**src/rtl/step_ring_fsm_if.sv**
```systemverilog
// ============================================================================
// Module   : step_ring_fsm_if
// Brief    : Board-side signal bundle for step_ring_fsm (button, guards, state).
// Revision : 1.0 - initial release
// ============================================================================
`default_nettype none

interface step_ring_fsm_if #(
    parameter int NSTATES = 4
);
    logic               BTN;
    logic               DIR;
    logic [NSTATES-1:0] GUARD;
    logic [NSTATES-1:0] STATE;
    logic               STEP;
    logic               BLOCKED;
    logic               ERR;

    modport master (
        output BTN, DIR, GUARD,
        input  STATE, STEP, BLOCKED, ERR
    );

    modport slave (
        input  BTN, DIR, GUARD,
        output STATE, STEP, BLOCKED, ERR
    );
endinterface

`default_nettype wire

```
**src/rtl/step_ring_fsm.sv**
```systemverilog
// ============================================================================
// Module   : step_ring_fsm
// Brief    : One-hot N-state ring stepped by a debounced push-button, with
//            direction, per-state entry guards and step/blocked pulses.
//            Optional illegal-state recovery: STEP_RING_ONEHOT_CHECK_EN.
// Revision : 1.0 - initial release
// ============================================================================
`default_nettype none

module step_ring_fsm #(
    parameter int NSTATES    = 4,
    parameter int PRESCALE_W = 16,
    parameter int DEBOUNCE   = 2
) (
    input  wire logic         CLKIN,
    input  wire logic         RESET,
    step_ring_fsm_if.slave    bus
);

    localparam int IDX_W = (NSTATES > 1) ? $clog2(NSTATES) : 1;
    localparam logic [IDX_W-1:0] c_last_idx = IDX_W'(NSTATES - 1);

    logic [PRESCALE_W-1:0] r_presc;
    logic                  w_tick;
    logic [DEBOUNCE-1:0]   r_sample;
    logic [DEBOUNCE-1:0]   w_sample_next;
    logic                  r_db;
    logic                  r_db_prev;
    logic                  r_press;

    logic [NSTATES-1:0]    r_state;
    logic [NSTATES-1:0]    w_state_next;
    logic                  r_step;
    logic                  w_step_next;
    logic                  r_blocked;
    logic                  w_blocked_next;
    logic [IDX_W-1:0]      w_idx;
    logic [IDX_W-1:0]      w_tgt;
    logic                  w_any;

    assign w_tick        = &r_presc;
    assign w_sample_next = (r_sample << 1) | DEBOUNCE'(bus.BTN);

    // Button front end: tick-sampled shift register, run-length debounce, edge detect
    always_ff @(posedge CLKIN or posedge RESET) begin
        if (RESET) begin
            r_presc   <= '0;
            r_sample  <= '0;
            r_db      <= 1'b0;
            r_db_prev <= 1'b0;
            r_press   <= 1'b0;
        end else begin
            r_presc   <= r_presc + 1'b1;
            r_db_prev <= r_db;
            r_press   <= r_db & ~r_db_prev;
            if (w_tick) begin
                r_sample <= w_sample_next;
                if (&w_sample_next) begin
                    r_db <= 1'b1;
                end else if (~|w_sample_next) begin
                    r_db <= 1'b0;
                end
            end
        end
    end

    // Lowest set bit defines the current index, so an illegal vector still has a successor
    always_comb begin
        w_idx = '0;
        for (int k = NSTATES - 1; k >= 0; k--) begin
            if (r_state[k]) begin
                w_idx = IDX_W'(k);
            end
        end
        w_any = |r_state;
        if (bus.DIR) begin
            w_tgt = (w_idx == '0) ? c_last_idx : (w_idx - IDX_W'(1));
        end else begin
            w_tgt = (w_idx == c_last_idx) ? '0 : (w_idx + IDX_W'(1));
        end
    end

`ifdef STEP_RING_ONEHOT_CHECK_EN
    logic r_err;
    logic w_err_next;
    logic w_onehot;

    assign w_onehot = w_any && ((r_state & (r_state - 1'b1)) == '0);
`endif

    always_comb begin
        w_state_next   = r_state;
        w_step_next    = 1'b0;
        w_blocked_next = 1'b0;
`ifdef STEP_RING_ONEHOT_CHECK_EN
        w_err_next     = 1'b0;
`endif
        if (r_press && w_any) begin
            if (bus.GUARD[w_tgt]) begin
                w_state_next        = '0;
                w_state_next[w_tgt] = 1'b1;
                w_step_next         = 1'b1;
            end else begin
                w_blocked_next = 1'b1;
            end
        end
`ifdef STEP_RING_ONEHOT_CHECK_EN
        // Recovery overrides any press seen in the same cycle
        if (!w_onehot) begin
            w_state_next   = NSTATES'(1);
            w_step_next    = 1'b0;
            w_blocked_next = 1'b0;
            w_err_next     = 1'b1;
        end
`endif
    end

    always_ff @(posedge CLKIN or posedge RESET) begin
        if (RESET) begin
            r_state   <= NSTATES'(1);
            r_step    <= 1'b0;
            r_blocked <= 1'b0;
        end else begin
            r_state   <= w_state_next;
            r_step    <= w_step_next;
            r_blocked <= w_blocked_next;
        end
    end

`ifdef STEP_RING_ONEHOT_CHECK_EN
    always_ff @(posedge CLKIN or posedge RESET) begin
        if (RESET) begin
            r_err <= 1'b0;
        end else begin
            r_err <= w_err_next;
        end
    end

    assign bus.ERR = r_err;
`else
    assign bus.ERR = 1'b0;
`endif

    assign bus.STATE   = r_state;
    assign bus.STEP    = r_step;
    assign bus.BLOCKED = r_blocked;

endmodule

`default_nettype wire

```
**src/flat_wrapper.sv**
```systemverilog
// flat-port wrapper written by rule: the top's interface ports become plain ports
module step_ring_fsm_flat 
#(
    parameter int NSTATES    = 4,
    parameter int PRESCALE_W = 16,
    parameter int DEBOUNCE   = 2
)
  (CLKIN, RESET, bus_BTN, bus_DIR, bus_GUARD, bus_STATE, bus_STEP, bus_BLOCKED, bus_ERR);
  step_ring_fsm_if #(.NSTATES(NSTATES)) bus_i ();
  input  wire logic CLKIN;
  input  wire logic RESET;
  input wire logic [$bits(bus_i.BTN)-1:0] bus_BTN;
  input wire logic [$bits(bus_i.DIR)-1:0] bus_DIR;
  input wire logic [$bits(bus_i.GUARD)-1:0] bus_GUARD;
  output wire logic [$bits(bus_i.STATE)-1:0] bus_STATE;
  output wire logic [$bits(bus_i.STEP)-1:0] bus_STEP;
  output wire logic [$bits(bus_i.BLOCKED)-1:0] bus_BLOCKED;
  output wire logic [$bits(bus_i.ERR)-1:0] bus_ERR;
  assign bus_i.BTN = bus_BTN;
  assign bus_i.DIR = bus_DIR;
  assign bus_i.GUARD = bus_GUARD;
  assign bus_STATE = bus_i.STATE;
  assign bus_STEP = bus_i.STEP;
  assign bus_BLOCKED = bus_i.BLOCKED;
  assign bus_ERR = bus_i.ERR;
  step_ring_fsm #(.NSTATES(NSTATES), .PRESCALE_W(PRESCALE_W), .DEBOUNCE(DEBOUNCE)) u_core (.CLKIN(CLKIN), .RESET(RESET), .bus(bus_i));
endmodule
```
**config.mk**
```make
export PLATFORM = sky130hd
export DESIGN_NAME = step_ring_fsm_flat
export DESIGN_NICKNAME = d
export VERILOG_FILES = /design/src/rtl/step_ring_fsm_if.sv /design/src/rtl/step_ring_fsm.sv /design/src/flat_wrapper.sv
export SDC_FILE = /design/constraint.sdc
export NUM_CORES = 1
export LEC_CHECK = 0
export BUFFER_PORTS_ARGS = -buffer_cell sky130_fd_sc_hd__clkbuf_2
export CAP_MARGIN = 20
export CORE_ASPECT_RATIO = 1.2
export CORE_MARGIN = 2
export CORE_UTILIZATION = 55
export DETAILED_ROUTE_END_ITERATION = 10
export GPL_ROUTABILITY_DRIVEN = 0
export HOLD_SLACK_MARGIN = 0.06
export PLACE_DENSITY = 0.76
export SETUP_SLACK_MARGIN = 0.02
export SKIP_CTS_REPAIR_TIMING = 1
export SYNTH_ARGS = -nofsm -noshare
export SYNTH_HDL_FRONTEND = slang
export SYNTH_SLANG_ARGS = --single-unit
export TNS_END_PERCENT = 30
```
**constraint.sdc**
```tcl
create_clock -name CLKIN -period 2.2 [get_ports CLKIN]
set_input_delay 0.22 -clock CLKIN [delete_from_list [all_inputs] [get_ports CLKIN]]
set_output_delay 0.22 -clock CLKIN [all_outputs]
set_load 0.01 [all_outputs]
```
Word-level counts from Yosys, hierarchy flattened
Cells that the tools add are included.

storage, ports and cells
  logic and storage cells = 44
  input port bits = 8
  flip-flop bits (word level) = 26

operators by class
  reduce and logical (&&, ||, !) cells = 9
  $add $sub $neg = 3
  muxes and demuxes = 17
  equality and inequality tests = 2
  bitwise gates (word level) = 3
  magnitude comparators = 2

operators with widths
  operator               count
  $reduce_and 17->1      1
  $add 16x1->16 const B  1
  $reduce_and 16->1      1
  $mux 2                 7
  $mux 1                 8
  $reduce_and 2->1       2
  $reduce_or 4->1        1
  $lt 2x3->1 const B     1
  $add 2x1->2 const B    1
  $bmux 1 s2             1
  $demux 1 s2            1
  $eq 2x2->1 const B     1
  $ge 2x1->1 const B     1
  $logic_and 1x1->1      2
  $logic_not 2->1        1
  $ne 2x1->1 const B     1
  $or 2x1->2             1
  $reduce_or 2->1        1
  $sub 2x1->2 const B    1
  $and 1x1->1            1
  $not 1->1              1

Depth between registers and ports, before layout
Gate-level depths: netlist of the first run.

  depth after elaboration = 11
  mapped depth = 6
  gate-level depth less buffers = 5

Worst setup path before layout of the first run
Ideal clock, no wire load.

  path type = reg2reg
  start point = reg u_core.r_state[0] (netlist: u_core.bus.STATE[0])
  end point = reg u_core.r_state[2] (netlist: u_core.bus.STATE[2])
  data arrival time = 1.935 ns
  setup slack = 0.140 ns
  stages on the path, launching flop included = 7
  buffers on the path = 1
  required time = 2.075 ns
  period minus slack after synthesis = 2.060 ns
  cell sequence = dfstp_2 -> buf_2 -> nor2b_1 -> a222oi_1 -> nor2_1 -> nor4_4 -> mux2_2

between the ends
  word-level cells in the longest chain between the ends = 8
  elaborated cells on any way between the ends = 18
  those cells by class = add/sub (2); order compare (2); eq/ne (1); mux (8); reduce/logical (5)

ends and longest elaborated chain
  element                                                                RTL line                                  text
  from (decl)                                                            step_ring_fsm.sv:31                       logic [NSTATES-1:0] r_state;
  from (signal assigned)                                                 step_ring_fsm.sv:124                      r_state <= w_state_next;
  $mux 2                                                                 step_ring_fsm.sv:71                       if (r_state[k]) begin
  $add 2x1->2, or another cell as far along                              step_ring_fsm.sv:79                       w_tgt = (w_idx == c_last_idx) ? '0 : (w_idx + IDX_W'(1));
  $mux 2, on equally long branches                                       step_ring_fsm.sv:79, step_ring_fsm.sv:77
  $mux 2                                                                 step_ring_fsm.sv:76                       if (bus.DIR) begin
  $lt 2x3->1 (implied by the code) / $ge 2x1->1 (equally long branches)  step_ring_fsm.sv:101                      w_state_next[w_tgt] = 1'b1;
  $logic_and 1x1->1 (implied by the code)                                step_ring_fsm.sv:101
  $mux 1 (implied by the code)                                           step_ring_fsm.sv:101
  $demux 1 s2                                                            --

Parallel ways exist; a longest one is shown, timed or not. The select of a mux whose other input is x is not followed.
A chain may end at the register's enable or synchronous reset.

Worst setup path after layout of the first run
Same ends and word-level chain as after synthesis.

==> results of run 1 <==
-- cell type report --
type                       instances  area (sq um)
inverter                           5         18.77
multi-input combinational         67         485.5
clock buffer                       4         26.28
timing repair buffer              17         97.59
sequential                        26         651.9
tap                               20         25.02
fill                             164         721.9
-- sequential cells by signal (all words and copies together), names as in the netlist --
signal and cells:
u_core.bus.STEP 1, u_core.r_db 1, u_core.r_presc 16, u_core.r_db_prev 1, u_core.r_sample 1, u_core.r_press 1, u_core.bus.BLOCKED 1, u_core.bus.STATE 4
-- metrics by stage --
stage / instance area, sq um / hold slack (ns) / utilization [%] / power [mW]
3_5_place_dp: 1254 / 0.2644 / 61.85 / 0.5153
4_1_cts: 1280 / -0.08689 / 63.15 / 0.7145
6_report: 1305 / 0.1708 / 64.38 / 0.7052
3_3_place_gp: 1254 / 0.2593 / 61.85 / 0.5143
5_1_grt: 1305 / 0.1635 / 64.38 / 0.7363
2_1_floorplan: 1169 / 0.2593 / - / 0.5045
-- how the worst max path moves through the flow --
stage	end	depth (start not counted)
floorplan	u_core.bus.STATE[2]	6
global placement	u_core.bus.STATE[2]	5
detailed placement	u_core.bus.STATE[2]	5
CTS	u_core.bus.STATE[2]	5
global route	u_core.bus.STATE[1]	6
finish	u_core.bus.STATE[2]	5
-- metal layers --
metal	wire, microns	vias up
met5	0	-
met3	63	4
li1	-	383
met1	782	381
met4	34	0
met2	1012	19
-- cell usage in the layout (no fill, tap or decap) --
cell type       n
xor2_1          3
o41ai_1         1
and3_1          2
clkbuf_2       13
and4_1          3
inv_1           5
mux2_2          4
dlygate4sd3_1   1
a222oi_1        2
buf_4           3
nor2b_1         2
nand4_1         4
nor2b_2         1
nand2_1         5
o32ai_1         1
nor3_1          1
dfrtp_1        25
dfstp_2         1
nand3_1         5
conb_1          1
and2b_2         1
nor2_1         11
mux2i_1         2
nor4_4          1
clkbuf_1        1
ha_1            2
and2_2          1
or2_2           1
xnor2_1        11
a31oi_1         2
clkbuf_4        3
-- power groups by stage --
stage / combinational (mW) / clock (mW) / sequential, mW
final: 0.0293 / 0.198 / 0.478
after global routing: 0.0337 / 0.224 / 0.478
after CTS: 0.0285 / 0.208 / 0.478
after detailed placement: 0.0284 / 0 / 0.487
after global placement: 0.0273 / 0 / 0.487
after floorplan: 0.0175 / 0 / 0.487
-- critical path, delay by kind of cell (launching register included) --
| family | cells | cell delay, ns |
|---|---|---|
| DFF | 1 | 0.64 |
| muxes | 1 | 0.37 |
| and+or+nand+nor | 3 | 0.60 |
| AOI/OAI and AO/OA | 1 | 0.36 |
-- cells by family after synthesis --
family / Yosys count / share of synthesized area, %
and+or+nand+nor: 38 / 18.74
DFF: 26 / 55.78
xor gates and xnor gates: 14 / 10.49
buffers and inverters: 7 / 2.677
AOI/OAI and AO/OA: 6 / 4.283
muxes: 6 / 5.567
adders and majority gates: 2 / 2.141
other: 1 / 0.3209
==> reports/summary.txt, run 1 <==
Clock Pin Slew Worst Setup and Hold Paths -> 0.13 ns
Flop pwr share -> 67.8%
Worst Tran Pin Value -> 0.7010 ns
CTS buffer count -> 3
Status -> completed
Placed Cells -> 132
Reg2Reg Setup Slack -> 0.13 ns
Combinational share of power -> 4.2%
CTS root buffer -> clkbuf_4
Critical-path cell list -> nor2b_1, a222oi_1, nor2_1, nor4_4, mux2_2
Setup violators final -> 0
Fraction of layout cells with a size suffix above 1 -> 24.37%
Worst EP arrival -> 2.27 ns
DPL Wire Length -> 1.396 mm
WHS Endpoint -> u_core.r_sample[0]
Placement Rows -> 18
Net switching fraction of the power -> 20.64%
Critical Path Start -> u_core.bus.STATE[0]
Crit. End Element -> register
Syn Std Cell Area -> 1169 sq um
Initial antenna violation count -> 0
Maximum clock frequency -> 0.4831 GHz
Finished Layout Cells -> 139
Top FF cell, synth -> dfrtp_1
Worst Hold Depth -> 2
Vias in the first global route -> 763
Synth warnings -> 0
Startpoint Class -> register
Kind of critical path -> register to register
Number of DRC violations after detailed-routing iteration 0 -> 9
Syn_nets -> 110
Crit path time final -> 2.070 ns
CTS tree -> built
Slew HR -> 52.66%
Top-count cell post-synth -> dfrtp_1
Final worst-path cycle share -> 94.09%
Clk network pwr share -> 28.1%
Worst r2r src -> u_core.bus.STATE[0]
Starting Density -> 57.65%
I/O pin cnt -> 15
Flops & latches, synth -> 26
Grt met1 use -> 19.00%
Pre-antenna DRT Iters -> 4
Grt met2 use -> 32.87%
Largest net degree at the start of global routing -> 27
H-tree depth -> 1
Leak -> 0.6431 nW
Async set-or-reset flop fraction in the synthesized netlist -> 100.0%
Total Routing Usage GR -> 17.53%
Slew Limit Fails -> 0
Hold Fails Final Rpt -> 0
Maximum vdd ir drop -> 0.4553 mV
Routed WL per cell -> 13.63 microns
Synthesized instance count -> 100
Area of the die -> 2511 sq um
Avg Cell Area, Syn -> 11.69 sq um
Wirelength, routed -> 1.894 mm
Clk buf depth -> 2
Worst path slowest cell -> dfstp_2
Post-synth cell types -> 28
Psw -> 145.5 uW
Place WS -> 0.1087 ns
Internal power -> 559.7 uW
FF-to-FF End -> u_core.bus.STATE[2]
Max FO, Critical Path -> 10
Core Box Area -> 2027 sq um
Clock Sinks -> 26
RSZ-0062 raised after global routing -> true
Vias per cell -> 5.662
Chip height -> 54.50 microns
Sequential area share after synthesis -> 55.78%
Nets -> 130
Cell accounting for the most synthesized area -> dfrtp_1
Post-synth top area share -> 53.53%
Pwr per Cell Area -> 540.4 nW/um^2
Drt drc -> 0
Setup TNS -> 0 ns
Final clock skew -> 0.007323 ns
Req. time, crit path -> 2.40 ns
Post-synth EDFFs -> 0
Hold WC Path Type -> input pin to register
Post-synth top cells -> dfrtp_1 (25), nor2_1 (11), xnor2_1 (11)
Die width -> 46.08 microns
Hold_sp -> bus_BTN
Grt met3 use -> 1.980%
DR vias -> 787
Clk_lat worst skew -> 0.31 ns
R2R depth -> 5
Port-buffer cells -> 13
N_diodes -> 0
Area growth syn-to-layout -> 11.67%
Setup slack after layout -> 0.1299 ns
Antenna Nets Post-Route -> 0
Max-Cap Viols -> 0
Global-route wire length before repair -> 3.105 mm
Crit-path max cell delay -> 0.64 ns
Synth area leaders -> dfrtp_1 (54%), xnor2_1 (8.2%), mux2_2 (3.9%), nor2_1 (3.5%), dfstp_2 (2.2%)
Gr busiest metal -> met2
Final global-route overflow total -> 0
Note: power is estimated with default switching activity, not from simulation.
==> run 2: changes to the inputs <==
==> constraint.sdc (replaced) <==
create_clock -name CLKIN -period 2.35 [get_ports CLKIN]
set_input_delay 0.235 -clock CLKIN [delete_from_list [all_inputs] [get_ports CLKIN]]
set_output_delay 0.235 -clock CLKIN [all_outputs]
set_load 0.01 [all_outputs]
==> run 2 against run 1 <==
Net effect:
- highest routed layer unchanged
- design area rose by 0.38%
- critical path depth did not move
- combinational power increased by 9.9%
- global-route usage is 0.92 points higher
- total power decreased by 3.6%
- fmax decreased by 4.8%
- via count is 0.13% lower
==> reports/summary.txt, run 2 (same netlist as run 1, synthesis figures left out) <==
Vias per cell -> 5.737
Max-Cap Viols -> 0
Final worst-path cycle share -> 92.57%
I/O pin cnt -> 15
Routed WL per cell -> 14.43 microns
Final Cell Area -> 1310 sq um
Slew HR -> 53.88%
Crit. End Element -> register
FF-to-FF End -> u_core.bus.STATE[2]
Initial antenna violation count -> 0
Startpoint Class -> register
Clk_lat worst skew -> 0.33 ns
Req. time, crit path -> 2.58 ns
Setup violators final -> 0
Global-route wire length before repair -> 3.194 mm
Total Routing Usage GR -> 18.45%
DR vias -> 786
Slew Limit Fails -> 0
DPL Wire Length -> 1.479 mm
Area taken by multi-input logic gates -> 485.5 sq um
Die width -> 46.08 microns
Most frequent cells in the layout -> dfrtp_1 (25), clkbuf_2 (13), nor2_1 (11), xnor2_1 (11)
Finished Layout Cells -> 137
CTS root buffer -> clkbuf_4
Area growth syn-to-layout -> 12.10%
Nets -> 128
Pwr per Cell Area -> 518.7 nW/um^2
Worst Hold Depth -> 2
Core Box Area -> 2027 sq um
Final global-route overflow total -> 0
Placed Area -> 1246 sq um
Port-buffer cells -> 13
R2R depth -> 5
N_diodes -> 0
Worst hold margin -> 0.1478 ns
Status -> completed
Vias in the first global route -> 762
Hold_sp -> bus_BTN
Pre-antenna DRT Iters -> 5
WHS Endpoint -> u_core.r_sample[0]
Antenna Nets Post-Route -> 0
Fraction of layout cells with a size suffix above 1 -> 23.08%
Placement Rows -> 18
Sequential cell area -> 651.9 sq um
Final clock skew -> 0.008484 ns
Crit path time final -> 2.175 ns
Area of the die -> 2511 sq um
Total Power -> 679.6 uW
Clock Sinks -> 26
RSZ-0062 raised after global routing -> false
Number of DRC violations after detailed-routing iteration 0 -> 9
H-tree depth -> 1
Hold WC Path Type -> input pin to register
Setup TNS -> 0 ns
Wirelength, routed -> 1.977 mm
FILL cells -> 162
Starting Density -> 57.65%
Kind of critical path -> register to register
Reg with most FFs -> u_core.r_presc
Max FO, Critical Path -> 10
Chip height -> 54.50 microns
CTS tree -> built
Leak -> 0.6400 nW
Max FFs per register -> 16
Maximum vdd ir drop -> 0.4404 mV
Clock Pin Slew Worst Setup and Hold Paths -> 0.14 ns
Placed Cells -> 131
Largest net degree at the start of global routing -> 27
Hold Fails Final Rpt -> 0
CTS buffer count -> 3
Reg2Reg Setup Slack -> 0.17 ns
Worst Tran Pin Value -> 0.6828 ns
Worst EP arrival -> 2.40 ns
Worst r2r src -> u_core.bus.STATE[0]
Most common cell after layout, fill and taps aside -> dfrtp_1
Clk buf depth -> 2
Drt drc -> 0
Maximum clock frequency -> 0.4597 GHz
-- run 2: cell count changes in the layout (fill, tap and decap cells not counted), sizes merged --
cell  delta
buf      -2
-- run 2: final cells by class --
class / count / area share [%]
clock buffers: 4 / 2.006
inverters: 5 / 1.433
multi-input cells: 67 / 37.06
flip-flops and latches: 26 / 49.76
well taps: 20 / 1.910
repair buffers: 15 / 7.832
-- run 2: metal layers --
metal	up-vias	GRT usage (%)	routed length, microns
met1	384	19.05	812
met3	5	2.310	57
met5	-	0	0
met4	0	11.90	41
met2	18	34.03	1065
li1	379	-	-
-- run 2: how the worst max path moves through the flow --
| stage | from | to | slack, ns | cells past startpoint |
|---|---|---|---|---|
| 5_1_grt | u_core.bus.STATE[0] | u_core.bus.STATE[2] | 0.07 | 5 |
| 6_report | u_core.bus.STATE[0] | u_core.bus.STATE[2] | 0.17 | 5 |
| 4_1_cts | u_core.bus.STATE[0] | u_core.bus.STATE[2] | 0.18 | 5 |
| 2_1_floorplan | u_core.bus.STATE[0] | u_core.bus.STATE[2] | 0.29 | 6 |
| 3_5_place_dp | u_core.bus.STATE[0] | u_core.bus.STATE[2] | 0.20 | 5 |
| 3_3_place_gp | u_core.bus.STATE[1] | u_core.bus.STATE[2] | 0.34 | 5 |
-- run 2: critical path, stage by stage, from the launching register on --
cell and delay, ns:
dfstp_2 0.63, nor2b_1 0.09, a222oi_1 0.39, nor2_1 0.16, nor4_4 0.43, mux2_2 0.38
-- run 2: power breakdown --
part / total (mW) / switching, mW / internal, mW
clock: 0.200 / 0.133 / 0.0667
sequential: 0.448 / 0 / 0.447
combinational: 0.0322 / 0.0183 / 0.0139
total: 0.680 / 0.151 / 0.528
-- run 2: through the flow --
step                      utilization [%]  worst slack, ns
after global routing                64.63          0.06956
after CTS                           62.78           0.1792
final                               64.63           0.1747
after detailed placement            61.48           0.1993
after floorplan                         -           0.2901
after global placement              61.48           0.3408
